$ cat src/rtl/search_request_queue.sv
// search_request_queue: tagged request FIFO in front of the binary search engine.
// Issues one key at a time, waits for a match/no-match pulse or a timeout, and
// returns the tagged result over a ready/valid channel.
module search_request_queue #(
    parameter int unsigned DATA_WIDTH = 16,
    parameter int unsigned DEPTH      = 256,
    parameter int unsigned FIFO_DEPTH = 8,
    parameter int unsigned TAG_WIDTH  = 4,
    parameter int unsigned TIMEOUT    = 64
) (
    input  logic                            Clk,
    input  logic                            Rst_n,
    input  logic [DATA_WIDTH-1:0]           req_key,
    input  logic [TAG_WIDTH-1:0]            req_tag,
    input  logic                            req_valid,
    output logic                            req_ready,
    output logic [DATA_WIDTH-1:0]           search_key,
    output logic                            search_key_valid,
    input  logic [$clog2(DEPTH)-1:0]        search_response_index,
    input  logic                            search_response_valid,
    input  logic                            search_no_match,
    output logic [TAG_WIDTH-1:0]            rsp_tag,
    output logic [$clog2(DEPTH)-1:0]        rsp_index,
    output logic                            rsp_found,
    output logic                            rsp_timeout,
    output logic                            rsp_valid,
    input  logic                            rsp_ready,
    output logic [$clog2(FIFO_DEPTH+1)-1:0] fifo_count,
    output logic                            err_stray
);
    localparam int unsigned IdxW = $clog2(DEPTH);
    localparam int unsigned PtrW = $clog2(FIFO_DEPTH);
    localparam int unsigned CntW = $clog2(FIFO_DEPTH + 1);
    localparam int unsigned ToW  = $clog2(TIMEOUT);

    typedef enum logic [1:0] {StIdle, StWait, StReport} state_e;

    state_e                state_q;
    logic [DATA_WIDTH-1:0] key_mem [FIFO_DEPTH];
    logic [TAG_WIDTH-1:0]  tag_mem [FIFO_DEPTH];
    logic [PtrW-1:0]       wr_ptr_q;
    logic [PtrW-1:0]       rd_ptr_q;
    logic [CntW-1:0]       count_d;
    logic [TAG_WIDTH-1:0]  tag_q;
    logic [ToW-1:0]        to_cnt_q;
    logic                  push;
    logic                  pop;
    logic                  engine_pulse;

    // Ready depends only on the registered count, never on req_valid.
    assign req_ready    = (fifo_count != CntW'(FIFO_DEPTH));
    assign push         = req_valid && req_ready;
    assign pop          = (state_q == StIdle) && (fifo_count != '0);
    assign engine_pulse = search_response_valid || search_no_match;

    // Request storage; no reset needed because the count gates every read.
    always_ff @(posedge Clk) begin
        if (push) begin
            key_mem[wr_ptr_q] <= req_key;
            tag_mem[wr_ptr_q] <= req_tag;
        end
    end

    // Next occupancy: simultaneous push and pop cancel out.
    always_comb begin
        count_d = fifo_count;
        if (push && !pop) begin
            count_d = fifo_count + CntW'(1);
        end else if (pop && !push) begin
            count_d = fifo_count - CntW'(1);
        end
    end

    // Circular pointers wrap naturally since FIFO_DEPTH is a power of two.
    always_ff @(posedge Clk or negedge Rst_n) begin
        if (!Rst_n) begin
            wr_ptr_q   <= '0;
            rd_ptr_q   <= '0;
            fifo_count <= '0;
        end else begin
            if (push) wr_ptr_q <= wr_ptr_q + PtrW'(1);
            if (pop)  rd_ptr_q <= rd_ptr_q + PtrW'(1);
            fifo_count <= count_d;
        end
    end

    // Issue/wait/report sequencer with registered outputs.
    always_ff @(posedge Clk or negedge Rst_n) begin
        if (!Rst_n) begin
            state_q          <= StIdle;
            search_key       <= '0;
            search_key_valid <= 1'b0;
            tag_q            <= '0;
            to_cnt_q         <= '0;
            rsp_tag          <= '0;
            rsp_index        <= '0;
            rsp_found        <= 1'b0;
            rsp_timeout      <= 1'b0;
            rsp_valid        <= 1'b0;
            err_stray        <= 1'b0;
        end else begin
            search_key_valid <= 1'b0;
            // Engine pulses are only meaningful while a search is outstanding.
            if ((state_q != StWait) && engine_pulse) begin
                err_stray <= 1'b1;
            end
            unique case (state_q)
                StIdle: begin
                    if (pop) begin
                        search_key       <= key_mem[rd_ptr_q];
                        tag_q            <= tag_mem[rd_ptr_q];
                        search_key_valid <= 1'b1;
                        to_cnt_q         <= '0;
                        state_q          <= StWait;
                    end
                end
                StWait: begin
                    to_cnt_q <= to_cnt_q + ToW'(1);
                    if (search_response_valid) begin
                        rsp_tag     <= tag_q;
                        rsp_index   <= search_response_index;
                        rsp_found   <= 1'b1;
                        rsp_timeout <= 1'b0;
                        rsp_valid   <= 1'b1;
                        state_q     <= StReport;
                    end else if (search_no_match) begin
                        rsp_tag     <= tag_q;
                        rsp_index   <= {IdxW{1'b0}};
                        rsp_found   <= 1'b0;
                        rsp_timeout <= 1'b0;
                        rsp_valid   <= 1'b1;
                        state_q     <= StReport;
                    end else if (to_cnt_q == ToW'(TIMEOUT - 1)) begin
                        rsp_tag     <= tag_q;
                        rsp_index   <= {IdxW{1'b0}};
                        rsp_found   <= 1'b0;
                        rsp_timeout <= 1'b1;
                        rsp_valid   <= 1'b1;
                        state_q     <= StReport;
                    end
                end
                StReport: begin
                    if (rsp_ready) begin
                        rsp_valid <= 1'b0;
                        state_q   <= StIdle;
                    end
                end
                default: state_q <= StIdle;
            endcase
        end
    end
endmodule
$ cat config.mk
export PLATFORM = sky130hd
export DESIGN_NAME = search_request_queue
export DESIGN_NICKNAME = d
export VERILOG_FILES = /design/src/rtl/search_request_queue.sv
export SDC_FILE = /design/constraint.sdc
export NUM_CORES = 1
export LEC_CHECK = 0
export CAP_MARGIN = 10
export CORE_UTILIZATION = 35
export DETAILED_ROUTE_END_ITERATION = 7
export HOLD_SLACK_MARGIN = 0.1
export PLACE_DENSITY_LB_ADDON = 0.25
export SLEW_MARGIN = 20
export SYNTH_ARGS = -nofsm -noshare
export SYNTH_HDL_FRONTEND = slang
export SYNTH_SLANG_ARGS = --single-unit
$ cat constraint.sdc
create_clock -name Clk -period 3.6 [get_ports Clk]
set_clock_uncertainty 0.15 [all_clocks]
set_input_delay 0.72 -clock Clk [delete_from_list [all_inputs] [get_ports Clk]]
set_output_delay 0.72 -clock Clk [all_outputs]
set_load 0.02 [all_outputs]
==> results of run 1 <==
==> per-stage QoR <==
stage               std cells  setup WS, ps
floorplan                 532         53.69
global placement          911         408.4
detailed placement        911         215.0
CTS                       953         572.9
global route              953         399.6
finish                    953         555.1
==> cell type report <==
type | count | area (sq um)
fill | 2102 | 13300
sequential | 215 | 6185
multi-input combinational | 285 | 2140
timing repair buffer | 86 | 830.8
clock buffer | 33 | 643.1
tap | 319 | 399.1
clock inverter | 9 | 82.58
inverter | 6 | 30.03
==> worst max-delay path, stage by stage (launching register included) <==
cell       delay [ps]
dfrtp_1           480
nor3_1            220
nand2_1           110
nand2_1           240
inv_1             170
ha_1              280
inv_1             170
ha_1              270
a21o_1            210
a2111oi_0         460
o31ai_1           150
==> state kept, by name, summed over array words and instances, names as in the netlist <==
| name | count |
|---|---|
| tag_mem | 32 |
| key_mem | 128 |
| rsp_index | 8 |
| wr_ptr_q | 3 |
| rsp_tag | 4 |
| rsp_found | 1 |
| rsp_valid | 1 |
| err_stray | 1 |
| rsp_timeout | 1 |
| fifo_count | 4 |
| state_q | 2 |
| to_cnt_q | 6 |
| tag_q | 4 |
| search_key_valid | 1 |
| search_key | 16 |
| rd_ptr_q | 3 |
==> logic make-up after synthesis <==
family          Yosys count  share of synthesized area, %
simple gates            112                         6.481
compound gates           72                         6.098
flops                   215                         72.76
xor+xnor                  7                        0.7218
buf+inv                  32                         2.475
fa+ha+maj                 7                         1.119
mux                      87                         10.34
==> worst paths after layout <==
check | start | to | slack [ps] | cells after the start
setup / recovery | fifo_count[0]$_DFFE_PN0P_ | fifo_count[3]$_DFFE_PN0P_ | 560 | 10
hold / removal | Rst_n | rsp_index[4]$_DFFE_PN0P_ | 130 | 1
setup reg to reg | fifo_count[0]$_DFFE_PN0P_ | fifo_count[3]$_DFFE_PN0P_ | 560 | 10
hold reg to reg | search_key[10]$_DFFE_PN0P_ | search_key[10]$_DFFE_PN0P_ | 320 | 2
max in group asynchronous | Rst_n | search_key[0]$_DFFE_PN0P_ | 2480 | 2
min in group Clk | search_key[10]$_DFFE_PN0P_ | search_key[10]$_DFFE_PN0P_ | 320 | 2
==> placed cells by master (no fill, tap or decap), types with 4 or more instances in the layout <==
cell type        instances
edfxtp_1               160
mux2i_1                 81
clkdlybuf4s50_1         70
nand2_1                 57
dfrtp_1                 54
a22oi_1                 40
clkbuf_16               23
buf_4                   14
nand3_1                 13
nand3_2                 10
a22o_1                   9
nor2_1                   7
a21oi_1                  7
clkbuf_1                 7
o21ai_0                  6
mux2_2                   6
ha_1                     6
inv_1                    5
xnor2_1                  5
clkinv_1                 5
nor3_1                   4
nor3_2                   4
==> power breakdown <==
group / internal (W) / leakage (nW) / switching (W) / total [W]
logic: 0.00128 / 1.40 / 0.00174 / 0.00301
clock network: 0.00132 / 0.353 / 0.000919 / 0.00224
registers: 0.00325 / 2.12 / 0.000387 / 0.00364
total: 0.00585 / 3.87 / 0.00304 / 0.00889
==> per-layer routing <==
| metal | vias to the layer above | routed length [um] | GRT usage [%] | part of all wire [%] |
|---|---|---|---|---|
| met5 | - | 0 | 0 | 0 |
| li1 | 2190 | - | - | - |
| met3 | 26 | 770 | 2.683 | 4.4 |
| met4 | 0 | 297 | 3.560 | 1.7 |
| met1 | 2345 | 7709 | 18.57 | 44 |
| met2 | 111 | 8562 | 24.67 | 49 |
==> impl_metrics.json, run 1 <==
{
  "outcome": "finished clean",
  "die_w_um": 157.8,
  "yosys_warnings": 0,
  "cts_tree": "yes",
  "synth_top_area_share_pct": 56.56,
  "yosys.area.top_type": "edfxtp_1",
  "synthCells": 532,
  "wire_per_inst_um": 18.19,
  "via_count": 4672,
  "holdWs_ps": 128.6,
  "routed_via_density": 4.902,
  "path_max_fanout": 6,
  "critPathCaptureType": "register",
  "routed_wl_mm": 17.34,
  "fmax_ghz": 0.3284,
  "start_util_pct": 35.97,
  "syn_area_sq_um": 8494,
  "clockRootBuffer": "clkbuf_16",
  "fin_setup_tns_ps": 0,
  "synthToLayoutAreaGrowth_pct": 21.37,
  "cp.arrival_ps": 3260,
  "portBuffers": 71,
  "ios": 72,
  "hpwl_mm": 10.19,
  "clk_pin_slew_ps": 60,
  "grt_pass1_vias": 4792,
  "grt_max_degree": 46,
  "start_kind": "register",
  "power.leakage_nw": 3.875,
  "rsz0062_at_grt": "no",
  "cts_max_path_buffers": 3,
  "yosysMostFrequentCell": "edfxtp_1",
  "placed_cell_area_sq_um": 9582,
  "synthFlopType": "edfxtp_1",
  "synth.distinct_cells": 40,
  "pwr_density_cell_nw_per_um2": 862.8,
  "final.min_clock_period_ps": 3045,
  "antennaDiodeCount": 0,
  "drt-initial-drc-count": 272,
  "cts_buffers": 23,
  "grt_pass1_wl_mm": 26.84,
  "max_slew_margin_pct": 31.66,
  "synth-seq-area-share_pct": 72.76,
  "ant_nets": 0,
  "synth_area_per_cell_sq_um": 15.97,
  "grt_usage_pct": 14.33,
  "worstSkewPairLatency_ps": 520,
  "synth_area_leaders": "edfxtp_1, dfrtp_1, mux2i_1",
  "core_sq_um": 23610,
  "antenna_found_initial": 0,
  "hold_buffers": 0,
  "post-route-period-util_pct": 84.58,
  "worst_pin_slew_ps": 1025,
  "ir_worst_vdd_mv": 0.4230,
  "stdcell_area_sq_um": 10310,
  "nets": 658,
  "async_flop_share_pct": 25.58,
  "cts_num_sinks": 215,
  "drc_errors": 0,
  "die_area_sq_um": 24900,
  "hold_class": "input port to asynchronous set/reset pin",
  "ys_ff_latch": 215,
  "cts_resized": 0,
  "setup-violations-final": 0,
  "die_h_um": 157.8,
  "slew_viol_final": 0,
  "worstSetupPathType": "register to register",
  "synth_edf_count": 160,
  "grt-ovfl-total": 0,
  "rows": 56,
  "p_total_w": 0.008895,
  "synthTopCellsByCount": "edfxtp_1, mux2i_1, nand2_1",
  "maxCapViolCount": 0,
  "drt_first_pass_iters": 4,
  "hold_viol": 0,
  "syn-num-nets": 573,
  "globalplace.congestion": 0.7759,
  "postLayoutCoreUtil_pct": 43.66,
  "cts.htree.levels": 1,
  "crit_required_ps": 3820,
  "cts_setup_buffers": 0,
  "drive_gt1_share_pct": 11.83
}
Power figures use the tool's default switching activity.
==> run 2, diff against run 1 <==
==> constraint.sdc (replaced) <==
create_clock -name Clk -period 2.81 [get_ports Clk]
set_clock_uncertainty 0.15 [all_clocks]
set_input_delay 0.562 -clock Clk [delete_from_list [all_inputs] [get_ports Clk]]
set_output_delay 0.562 -clock Clk [all_outputs]
set_load 0.02 [all_outputs]
==> run 2 against run 1 <==
  * Die area unchanged
  * Cell count increased by 1.3%
  * Critical path depth is 2 lower
  * Worst setup slack got worse by 440 ps
  * Clock-buffer cell count is 1 higher
  * Wire length is 2.8% higher
  * Fmax is 13% higher
==> impl_metrics.json, run 2 (synthesis gave the netlist of run 1 again) <==
{
  "cp.arrival_ps": 2920,
  "worstSkewPairLatency_ps": 520,
  "nets": 669,
  "placed_cell_area_sq_um": 9772,
  "setup-violations-final": 0,
  "layout_commonest_cell": "edfxtp_1",
  "p_clk_share_pct": 26.2,
  "drive_gt1_share_pct": 14.09,
  "ir_worst_vdd_mv": 0.4863,
  "globalplace.congestion": 0.7319,
  "fmax_ghz": 0.3708,
  "hpwl_mm": 10.53,
  "post-route-period-util_pct": 95.97,
  "cts.htree.levels": 1,
  "cts_buffers": 24,
  "crit_chain": "nor4_2, or3_1, ha_1, inv_1, ha_1, a21o_1, a2111oi_1, o31ai_1",
  "cts_tree": "yes",
  "power.leakage_nw": 3.991,
  "grt-ovfl-total": 0,
  "antenna_found_initial": 0,
  "pwr_density_cell_nw_per_um2": 1119,
  "slew_viol_final": 0,
  "die_area_sq_um": 24900,
  "fillerInstances": 2036,
  "clk_pin_slew_ps": 50,
  "clockRootBuffer": "clkbuf_16",
  "power.switching_w": 0.003982,
  "synthToLayoutAreaGrowth_pct": 24.58,
  "outcome": "finished clean",
  "final.min_clock_period_ps": 2697,
  "routed_via_density": 4.865,
  "grt_max_degree": 37,
  "combinationalPowerShare_pct": 34.3,
  "hold_class": "register to register",
  "top_register": "key_mem",
  "largest_register_ffs": 128,
  "drt-initial-drc-count": 297,
  "reg_top3": "key_mem: 128 flops, tag_mem: 32 flops, search_key: 16 flops",
  "intPower_w": 0.007854,
  "die_h_um": 157.8,
  "worstSetupPathType": "register to register",
  "grt_pass1_wl_mm": 27.57,
  "routed_wl_mm": 17.82,
  "critPathMostFrequentCell": "ha_1",
  "max_slew_margin_pct": 56.82,
  "cts_max_path_buffers": 3,
  "crit_required_ps": 3030,
  "hold_viol": 0,
  "cp_slowest_cell": "dfrtp_2",
  "stdcell_area_sq_um": 10580,
  "switching_share_pct": 33.64,
  "cts_num_sinks": 215,
  "via_count": 4695,
  "maxCapViolCount": 0,
  "worst_pin_slew_ps": 647.8,
  "start_kind": "register",
  "wire_per_inst_um": 18.47,
  "rows": 56,
  "start_util_pct": 35.97,
  "holdWs_ps": 320.4,
  "drc_errors": 0,
  "grt_pass1_vias": 4913,
  "cp_slowest_stage_delay_ps": 460,
  "antennaDiodeCount": 0,
  "path_max_fanout": 6,
  "portBuffers": 71,
  "ant_nets": 0,
  "critPathCaptureType": "register",
  "final_cell_mix": "edfxtp_1, mux2i_1, clkdlybuf4s50_1, nand2_1, dfrtp_1",
  "drt_first_pass_iters": 4,
  "core_sq_um": 23610,
  "power_frac_seq_pct": 39.5,
  "ios": 72,
  "grt_usage_pct": 14.71,
  "die_w_um": 157.8
}
==> run 2: cell type report <==
cell class                      instances  area, sq um  area share (%)
Timing Repair Buffer                   96         1021           9.648
Multi-Input combinational cell        285         2152           20.34
Sequential cell                       215         6186           58.45
Clock inverter                         10        136.4           1.289
Clock buffer                           34        658.1           6.219
Tap cell                              319        399.1           3.772
Inverter                                6        30.03          0.2838
==> run 2: repair_timing <==
action	4_1_cts	5_1_grt
setup buffers	0	0
gates resized for setup	0	2
endpoints found under the hold margin	25	0
setup endpoints to repair	0	1
hold buffers	1	0
==> run 2: worst max-delay path: cells and delay by family (launching register included) <==
kind / cells / cell delay (ps)
buffers and inverters: 1 / 110
adder cells (fa/ha/maj): 2 / 470
AO/OA/AOI/OAI: 3 / 820
AND/OR/NAND/NOR: 2 / 550
flip-flops: 1 / 460
==> run 2: path summary, 6_finish.rpt <==
check,slack [ps],endpoint,from,cells past startpoint
setup / recovery,110,fifo_count[3]$_DFFE_PN0P_,fifo_count[0]$_DFFE_PN0P_,8
hold / removal,320,search_key[10]$_DFFE_PN0P_,search_key[10]$_DFFE_PN0P_,2
setup reg to reg,110,fifo_count[3]$_DFFE_PN0P_,fifo_count[0]$_DFFE_PN0P_,8
hold reg to reg,320,search_key[10]$_DFFE_PN0P_,search_key[10]$_DFFE_PN0P_,2
max in group asynchronous,1420,search_key[14]$_DFFE_PN0P_,Rst_n,3
min in group asynchronous,470,search_key[1]$_DFFE_PN0P_,Rst_n,2
==> run 2: power groups by stage <==
stage	registers (W)	clock network (W)	logic, W
4_1_cts	0.00468	0.00318	0.00411
3_3_place_gp	0.00469	0	0.00398
6_report	0.00468	0.00310	0.00406
3_5_place_dp	0.00474	0	0.00408
5_1_grt	0.00477	0.00329	0.00443
2_1_floorplan	0.00485	0	0.00246
==> run 2: metal layers <==
metal | vias up | global-route usage [%] | routed length, um
met5 | - | 0 | 0
met4 | 0 | 4.531 | 439
met1 | 2340 | 19.62 | 8003
met3 | 29 | 1.971 | 623
li1 | 2221 | - | -
met2 | 105 | 24.86 | 8756
==> run 2: per-stage QoR <==
step                util [%]  TNS, ps  worst slack [ps]  total power, W  instances
floorplan                  -   -11550            -192.6        0.007307        532
global placement       41.38        0             118.5        0.008671        920
detailed placement     41.38   -27.26            -27.26        0.008825        920
CTS                    44.79        0             137.9         0.01197        965
global route           44.82   -77.68            -77.68         0.01249        965
finish                 44.82        0             113.3         0.01184        965
